==> config.mk <==
export PLATFORM = sky130hd
export DESIGN_NAME = udi_evt_capture
export DESIGN_NICKNAME = d
export VERILOG_FILES = /design/src/rtl/udi_evt_capture_pkg.sv /design/src/rtl/udi_evt_fifo.sv /design/src/rtl/udi_evt_capture.sv
export SDC_FILE = /design/constraint.sdc
export NUM_CORES = 1
export LEC_CHECK = 0
export CAP_MARGIN = 30
export CORE_UTILIZATION = 55
export DETAILED_ROUTE_END_ITERATION = 10
export GPL_TIMING_DRIVEN = 0
export PLACE_DENSITY = 0.82
export SLEW_MARGIN = 20
export SYNTH_ARGS = -nofsm -noshare
export SYNTH_HDL_FRONTEND = slang
export SYNTH_SLANG_ARGS = --single-unit
==> constraint.sdc <==
create_clock -name UDI_gclk -period 7.2 [get_ports UDI_gclk]
set_clock_uncertainty 0.05 [all_clocks]
set_input_delay 1.44 -clock UDI_gclk [delete_from_list [all_inputs] [get_ports UDI_gclk]]
set_output_delay 1.44 -clock UDI_gclk [all_outputs]
set_load 0.01 [all_outputs]
==> src/rtl/udi_evt_capture_pkg.sv <==
// Shared definitions for the UDI event-capture block: record-type codes,
// crossing-detector state encoding and the packed record width helper.
package udi_evt_capture_pkg;

  // Record type carried in ev_type
  localparam logic EVT_START = 1'b0;
  localparam logic EVT_END   = 1'b1;

  // Crossing-detector states
  typedef enum logic {
    ST_QUIET = 1'b0,
    ST_ABOVE = 1'b1
  } evt_state_t;

  // Packed record width: type bit + sample index + 32-bit power + length
  function automatic int rec_width(input int idx_w, input int len_w);
    return 1 + idx_w + 32 + len_w;
  endfunction

endpackage

==> src/rtl/udi_evt_fifo.sv <==
// Generic DEPTH x WIDTH synchronous FIFO with async active-high reset and
// synchronous clear. The head is shown straight from storage while non-empty;
// once empty it holds the last popped word so the consumer side stays quiet.
module udi_evt_fifo #(
  parameter int DEPTH = 4,
  parameter int WIDTH = 8
) (
  input  logic             clk,
  input  logic             rst,
  input  logic             clr,
  input  logic             push,
  input  logic [WIDTH-1:0] push_data,
  input  logic             pop,
  output logic [WIDTH-1:0] head,
  output logic             full,
  output logic             empty
);

  localparam int AW = $clog2(DEPTH);
  localparam logic [AW:0] FULL_CNT = (AW+1)'(DEPTH);

  logic [WIDTH-1:0] mem [DEPTH];
  logic [AW-1:0]    wr_ptr_reg;
  logic [AW-1:0]    rd_ptr_reg;
  logic [AW:0]      count_reg;
  logic [WIDTH-1:0] hold_reg;
  logic             do_push;
  logic             do_pop;

  assign full    = (count_reg == FULL_CNT);
  assign empty   = (count_reg == '0);
  assign do_pop  = pop && !empty;
  // A push into a full FIFO only lands when the head leaves in the same cycle
  assign do_push = push && (!full || do_pop);
  assign head    = empty ? hold_reg : mem[rd_ptr_reg];

  // Storage write; pointers and count decide what is live
  always_ff @(posedge clk) begin
    if (do_push && !clr) begin
      mem[wr_ptr_reg] <= push_data;
    end
  end

  // Pointers, occupancy and the last-popped holding register
  always_ff @(posedge clk or posedge rst) begin
    if (rst) begin
      wr_ptr_reg <= '0;
      rd_ptr_reg <= '0;
      count_reg  <= '0;
      hold_reg   <= '0;
    end else if (clr) begin
      wr_ptr_reg <= '0;
      rd_ptr_reg <= '0;
      count_reg  <= '0;
      hold_reg   <= '0;
    end else begin
      if (do_push) begin
        wr_ptr_reg <= wr_ptr_reg + 1'b1;
      end
      if (do_pop) begin
        rd_ptr_reg <= rd_ptr_reg + 1'b1;
        hold_reg   <= mem[rd_ptr_reg];
      end
      count_reg <= count_reg + (AW+1)'(do_push) - (AW+1)'(do_pop);
    end
  end

endmodule

==> src/rtl/udi_evt_capture.sv <==
// UDI spectral-density event capture: turns the per-sample threshold-compare
// stream into START/END crossing records and queues them for the consumer.
// Optional build macro UDI_EVT_DEBOUNCE_EN: a crossing closes only after
// DEBOUNCE consecutive misses instead of a single miss.
module udi_evt_capture
  import udi_evt_capture_pkg::*;
#(
  parameter int DEPTH    = 4,
  parameter int IDX_W    = 16,
  parameter int LEN_W    = 16,
  parameter int DEBOUNCE = 3
) (
  input  logic             UDI_gclk,
  input  logic             UDI_greset,
  input  logic             clr,
  input  logic             in_valid,
  input  logic             in_hit,
  input  logic [31:0]      in_power,
  output logic             ev_valid,
  input  logic             ev_ready,
  output logic             ev_type,
  output logic [IDX_W-1:0] ev_index,
  output logic [31:0]      ev_value,
  output logic [LEN_W-1:0] ev_len,
  output logic             above,
  output logic             ovf,
  output logic [7:0]       ovf_cnt
);

  localparam int REC_W = rec_width(IDX_W, LEN_W);

  if (DEPTH < 2 || (DEPTH & (DEPTH - 1)) != 0) begin : g_bad_depth
    $error("udi_evt_capture: DEPTH must be a power of two >= 2");
  end
  if (DEBOUNCE < 1) begin : g_bad_debounce
    $error("udi_evt_capture: DEBOUNCE must be >= 1");
  end

  typedef struct packed {
    logic             typ;
    logic [IDX_W-1:0] index;
    logic [31:0]      value;
    logic [LEN_W-1:0] len;
  } rec_t;

  evt_state_t       state_reg;
  logic [IDX_W-1:0] idx_reg;
  logic [31:0]      peak_reg;
  logic [LEN_W-1:0] len_reg;
`ifdef UDI_EVT_DEBOUNCE_EN
  localparam int MISS_W = $clog2(DEBOUNCE + 1);
  localparam logic [MISS_W-1:0] MISS_LAST = MISS_W'(DEBOUNCE - 1);
  logic [MISS_W-1:0] miss_reg;
  logic              end_now;
  assign end_now = (miss_reg == MISS_LAST);
`else
  logic              end_now;
  assign end_now = 1'b1;
`endif

  logic             push;
  rec_t             push_rec;
  rec_t             head_rec;
  logic [REC_W-1:0] head_bits;
  logic             pop;
  logic             full;
  logic             empty;

  assign ev_valid = !empty;
  assign pop      = !empty && ev_ready;
  assign head_rec = head_bits;
  assign ev_type  = head_rec.typ;
  assign ev_index = head_rec.index;
  assign ev_value = head_rec.value;
  assign ev_len   = head_rec.len;
  assign above    = (state_reg == ST_ABOVE);

  // Record generation for the current sample; clear suppresses any push
  always_comb begin
    push           = 1'b0;
    push_rec       = '0;
    push_rec.index = idx_reg;
    if (in_valid && !clr) begin
      case (state_reg)
        ST_QUIET: begin
          if (in_hit) begin
            push           = 1'b1;
            push_rec.typ   = EVT_START;
            push_rec.value = in_power;
          end
        end
        ST_ABOVE: begin
          if (!in_hit && end_now) begin
            push           = 1'b1;
            push_rec.typ   = EVT_END;
            push_rec.value = peak_reg;
            push_rec.len   = len_reg;
          end
        end
        default: ;
      endcase
    end
  end

  // Crossing detector, sample index and overflow accounting
  always_ff @(posedge UDI_gclk or posedge UDI_greset) begin
    if (UDI_greset) begin
      state_reg <= ST_QUIET;
      idx_reg   <= '0;
      peak_reg  <= '0;
      len_reg   <= '0;
      ovf       <= 1'b0;
      ovf_cnt   <= '0;
`ifdef UDI_EVT_DEBOUNCE_EN
      miss_reg  <= '0;
`endif
    end else if (clr) begin
      state_reg <= ST_QUIET;
      idx_reg   <= '0;
      peak_reg  <= '0;
      len_reg   <= '0;
      ovf       <= 1'b0;
      ovf_cnt   <= '0;
`ifdef UDI_EVT_DEBOUNCE_EN
      miss_reg  <= '0;
`endif
    end else begin
      if (in_valid) begin
        idx_reg <= idx_reg + 1'b1;
        case (state_reg)
          ST_QUIET: begin
            if (in_hit) begin
              state_reg <= ST_ABOVE;
              peak_reg  <= in_power;
              len_reg   <= LEN_W'(1);
`ifdef UDI_EVT_DEBOUNCE_EN
              miss_reg  <= '0;
`endif
            end
          end
          ST_ABOVE: begin
            if (in_hit) begin
              peak_reg <= (in_power > peak_reg) ? in_power : peak_reg;
              if (len_reg != '1) begin
                len_reg <= len_reg + 1'b1;
              end
`ifdef UDI_EVT_DEBOUNCE_EN
              miss_reg <= '0;
`endif
            end else if (end_now) begin
              state_reg <= ST_QUIET;
`ifdef UDI_EVT_DEBOUNCE_EN
              miss_reg  <= '0;
            end else begin
              miss_reg  <= miss_reg + 1'b1;
`endif
            end
          end
          default: state_reg <= ST_QUIET;
        endcase
      end
      // The FSM moves on regardless; only the record is lost
      if (push && full && !pop) begin
        ovf <= 1'b1;
        if (ovf_cnt != 8'hFF) begin
          ovf_cnt <= ovf_cnt + 1'b1;
        end
      end
    end
  end

  udi_evt_fifo #(
    .DEPTH (DEPTH),
    .WIDTH (REC_W)
  ) u_fifo (
    .clk       (UDI_gclk),
    .rst       (UDI_greset),
    .clr       (clr),
    .push      (push),
    .push_data (push_rec),
    .pop       (pop),
    .head      (head_bits),
    .full      (full),
    .empty     (empty)
  );

endmodule

# Word level (Yosys, flattened, before mapping)
# Memories as Yosys holds them, arrays and structs flattened.
# Cells that the tools add are included.
[word_totals]
register_bits = 146
ramBits = 260
in_bits = 38
word_cells = 90
n_memories = 1
[memory_table]
columns = ["name", "words", "width", "rd", "rd_clocked_by_memory_dff", "wr", "line", "source"]
rows = [
  ["u_fifo.mem", 4, 65, 1, 0, 1, "udi_evt_fifo.sv:22", "logic [WIDTH-1:0] mem [DEPTH];"],
]
[classes]
add_sub_neg = 7
magnitude_cmp = 1
n_eq_ne = 7
mux = 42
n_bitwise = 1
n_reduce_logical = 21
[op_table]
columns = ["cell", "n"]
rows = [
  ["$mux W65", 3],
  ["$mux W32", 6],
  ["$mux W16", 8],
  ["$pmux W32 S2", 2],
  ["$mux W48", 2],
  ["$add A16 B1 Y16 const B", 2],
  ["$gt A32 B32 Y1", 1],
  ["$pmux W16 S2", 1],
  ["$mux W8", 3],
  ["$ne A16 B16 Y1 const B", 1],
  ["$mux W1", 10],
  ["$reduce_bool A2 Y1", 5],
  ["$add A8 B1 Y8 const B", 1],
  ["$mux W2", 4],
  ["$ne A8 B8 Y1 const B", 1],
  ["$reduce_and A4 Y1", 2],
  ["$logic_and A1 B1 Y1", 7],
  ["$ne A3 B2 Y1 const B", 2],
  ["$ne A3 B3 Y1 const B", 2],
  ["$add A2 B1 Y2 const B", 2],
  ["$logic_not A1 Y1", 4],
  ["$pmux W1 S2", 2],
  ["$add A3 B1 Y3", 1],
  ["$eq A3 B3 Y1 const B", 1],
  ["6 further kinds", 6],
]

# Logic depth before layout (Yosys ltp)
[depth]
ltp_word = 9
mapped_depth = 12
depth_no_buf = 10

# Hierarchy
# Synthesis repeated with hierarchy kept, for this count alone.
[unflattened]
cells_unflattened = 1139
area_unflattened_um2 = 17782.1
[by_module_without_submodules]
columns = ["module", "n_inst", "cells_per_inst", "area_each_um2", "seq_area_each_um2"]
rows = [
  ["udi_evt_fifo", 1, 606, 12894.9, 9609.2],
  ["udi_evt_capture", 1, 533, 4887.2, 1851.8],
]

# Least setup slack after synthesis
# OpenSTA, ideal clock, no wires.
[synth_timing]
path_type = "input -> register"
from = "input port in_hit"
to = "memory u_fifo.mem[0][0] in the netlist's numbering (enable)"
setup_ns = 0.430
arrival_ns = 4.011
required_time_ns = 6.720
setup_slack_ns = 2.709
stages = 4
cell_sequence = "inv_1 > ha_1 > nor3b_1 > and2_1"
[synth_between]
elab_chain_len = 7
[synth_rtl]
columns = ["item", "line", "source"]
rows = [
  ["from (decl)", "udi_evt_capture.sv:17", "input logic in_hit,"],
  ["$mux W1, on equally long branches", "udi_evt_capture.sv:93, udi_evt_capture.sv:86", ""],
  ["$pmux W1 S2 *", "udi_evt_capture.sv:84", "case (state_reg)"],
  ["$mux W1 *", "udi_evt_capture.sv:83", "if (in_valid && !clr) begin"],
  ["$logic_and A1 B1 Y1 *", "udi_evt_fifo.sv:34", "assign do_push = push && (!full || do_pop);"],
  ["$logic_and A1 B1 Y1 *", "udi_evt_fifo.sv:39", "if (do_push && !clr) begin"],
  ["$mux W1 *", "udi_evt_fifo.sv:39", ""],
  ["$mux W1 (not written as such) *", "udi_evt_fifo.sv:40", "mem[wr_ptr_reg] <= push_data;"],
  ["to (decl)", "udi_evt_fifo.sv:22", ""],
]
# Every way passes the cells marked *; elsewhere a longest branch is shown, timed or not.

# Worst setup path in the final report
[layout_timing]
from = "register u_fifo.count_reg[1]"
to = "output port ev_index[3]"
[layout_between]
elab_chain_len = 2
[layout_rtl]
columns = ["item", "line", "source"]
rows = [
  ["from (decl)", "udi_evt_fifo.sv:25", "logic [AW:0] count_reg;"],
  ["from (signal assigned)", "udi_evt_fifo.sv:64", "count_reg <= count_reg + (AW+1)'(do_push) - (AW+1)'(do_pop);"],
  ["$logic_not A3 Y1", "udi_evt_fifo.sv:31", "assign empty = (count_reg == '0);"],
  ["$mux W65", "udi_evt_fifo.sv:35", "assign head = empty ? hold_reg : mem[rd_ptr_reg];"],
  ["to (decl)", "udi_evt_capture.sv:22", "output logic [IDX_W-1:0] ev_index,"],
]
# Every way passes these cells.

==> out/results.ini <==
[clocking]
insertion_delay_ps = 540
clock-sinks = 406
post_cts_resize_count = 0
root_buffer = clkbuf_16
cts_setup_buffers = 0
tritoncts = done
path_clk_slew_ps = 60
ctsHtreeMaxLevel = 2
clockBufferDepth = 3
cts-buffers-inserted = 42
cts_hold_buf = 0

[route]
ant_nets = 0
wl_per_cell_um = 22.0
routed_wl_um = 43200
detail_route.iter0.violations = 1280
viasPerCell = 6.15
drc = 0
dr_total_vias = 12059
firstDrtPassIters = 5

[finish]
post-route-util_pct = 65.8
area_growth_syn_to_layout_pct = 17.7
register_area_um2 = 11500
final_cell_mix = 260 x edfxtp_1, 160 x nand2_1, 146 x dfrtp_1, 113 x clkdlybuf4s50_1, 86 x clkbuf_1
fillCellCount = 2237
final_layout_size_suffix_gt1_share_pct = 14.6
final_area_um2 = 21500
largest_reg_flops = 260
multi_input_comb_area_um2 = 6260
layout_commonest_cell = edfxtp_1
finalNetCount = 1566

[worst_setup_path]
worstSetupEndpointType = output port
cpMostUsedCell = clkbuf_1
crit_path_max_incr_delay_ps = 630
critPathMaxFanout = 10
reg2reg_depth = 4
startpoint_type = register
critPathArrivalTime_ps = 3490
crit_chain = or3_1 -> clkbuf_1 -> clkbuf_1 -> clkbuf_1 -> mux2_2 -> clkdlybuf4s50_1
worstPathRequired_ps = 5710
cpMaxStageDelayCell = clkbuf_1
critPathKind = reg2out

[synth]
syn_area_um2 = 18200
syn_nets = 1402
ys_warn_count = 0
ys_ff_latch = 406
yosysSeqAreaShare_pct = 62.8
yosysTopAreaCell = edfxtp_1
syn_avg_cell_area_um2 = 13.8
synth_edf_count = 260
synthDistinctLibCells = 56
yosys_most_used_dff = edfxtp_1
synth_top_area_share_pct = 42.8
yosys-top-cells-area = edfxtp_1 43%, dfrtp_1 20%, mux4_2 8.0%, mux2_2 4.0%, nand2_1 3.3%
synthArstFlopShare_pct = 36.0
syn_inst = 1321

[sta]
fmax_mhz = 201
setup_viol = 0
hold_violations = 0
finalSetupTns_ps = 0
worstMarginPinSlew_ps = 949
final.min_clock_period_ps = 4980
slew_headroom_pct = 36.6
drv_slew = 0
period_share_pct = 69.2
rsz0062_at_grt = no

[grt]
grtUsageTotal_pct = 26.3
grt_pass1_wl_um = 67500
grt_pass1_vias = 12291
overflow = 0
grt_max_degree = 80
antenna_found_initial = 2

[placed_design]
place_area_um2 = 20100
dp_hpwl_um = 27700
io_buffers = 113
routabilityCongestion = 0.915

[die]
fp.dieArea_um2 = 33900
initial_core_util_pct = 55.9
fp-row-count = 66
core_um2 = 32600
io_pins = 114
dieHeight_um = 184
die_x_um = 184

[min_path]
hold_depth = 2
hp-class = reg2reg

[power_and_ir_drop]
cellLeakagePower_nw = 7.74
ir_drop_mv = 0.182
p_total_mw = 6.95
power.density_nw_per_um2 = 324

[outcome]
status = finished, final reports clean

[job]
drv_cap = 0

-- through the flow --
stage	worst slack (ps)	hold slack, ps	cells
finish	2220	468	1962
CTS	2200	471	1958
global route	2120	485	1962
detailed placement	2480	452	1881
floorplan	1790	421	1321
global placement	-696	445	1876
-- final timing paths --
check / start / endpoint / slack [ps]
max: u_fifo.count_reg[1] / ev_index[3] / 2220
max reg2reg: above / u_fifo.mem[2][25] / 3990
max in group asynchronous: UDI_greset / idx_reg[9] / 4970
min reg2reg: u_fifo.hold_reg[1] / u_fifo.hold_reg[1] / 470
min in group asynchronous: UDI_greset / u_fifo.hold_reg[16] / 1330
min: u_fifo.hold_reg[1] / u_fifo.hold_reg[1] / 470
-- cell usage after synthesis (all sizes together) (11+ instances only) --
master  instances
ha             42
mux2           65
xnor2          12
clkbuf         75
and3           24
buf            15
o21ai          11
inv            43
o311ai         63
edfxtp        260
dfrtp         146
a21oi          86
mux4           65
xor2           21
nor2           78
a22oi          64
nand2         160
nand4          14
nand3          14
-- report_power, final --
part / leakage [nW] / total (mW) / switching (mW) / internal [mW]
Combinational: 2.65 / 2.14 / 1.07 / 1.07
Clock: 0.673 / 2.14 / 0.877 / 1.26
Sequential: 4.42 / 2.67 / 0.0739 / 2.60
Total: 7.74 / 6.95 / 2.02 / 4.93
-- layer usage --
metal | share of wire [%] | track usage, %
met4 | 3.0 | 9.57
met3 | 7.5 | 4.25
met1 | 39 | 34.3
met2 | 51 | 44.8
met5 | 0 | 0
-- area by class of cell --
type                    instances  share of cell area (%)
diodes                          2                  0.0233
plain buffers                  90                    1.71
clock buffers                  63                    5.78
clock inverters                14                   0.571
inverters                      43                   0.787
multi-input cells             782                    29.2
flip-flops and latches        406                    53.4
well taps                     442                    2.58
repair buffers                120                    5.98
-- cells by family after synthesis --
| logic type | Yosys count | synth area share (%) |
|---|---|---|
| flops | 406 | 62.8 |
| simple gates | 332 | 8.23 |
| compound gates | 241 | 9.27 |
| buf+inv | 133 | 2.89 |
| mux | 133 | 12.2 |
| fa+ha+maj | 43 | 2.99 |
| xor+xnor | 33 | 1.58 |
-- critical path, delay by kind of cell, from the launching register on --
kind / cells / cell delay [ps]
flip-flops: 1 / 420
multiplexers: 1 / 440
buffers and inverters: 4 / 1970
AND/OR/NAND/NOR: 1 / 130
(Power assumes the default switching activity.)
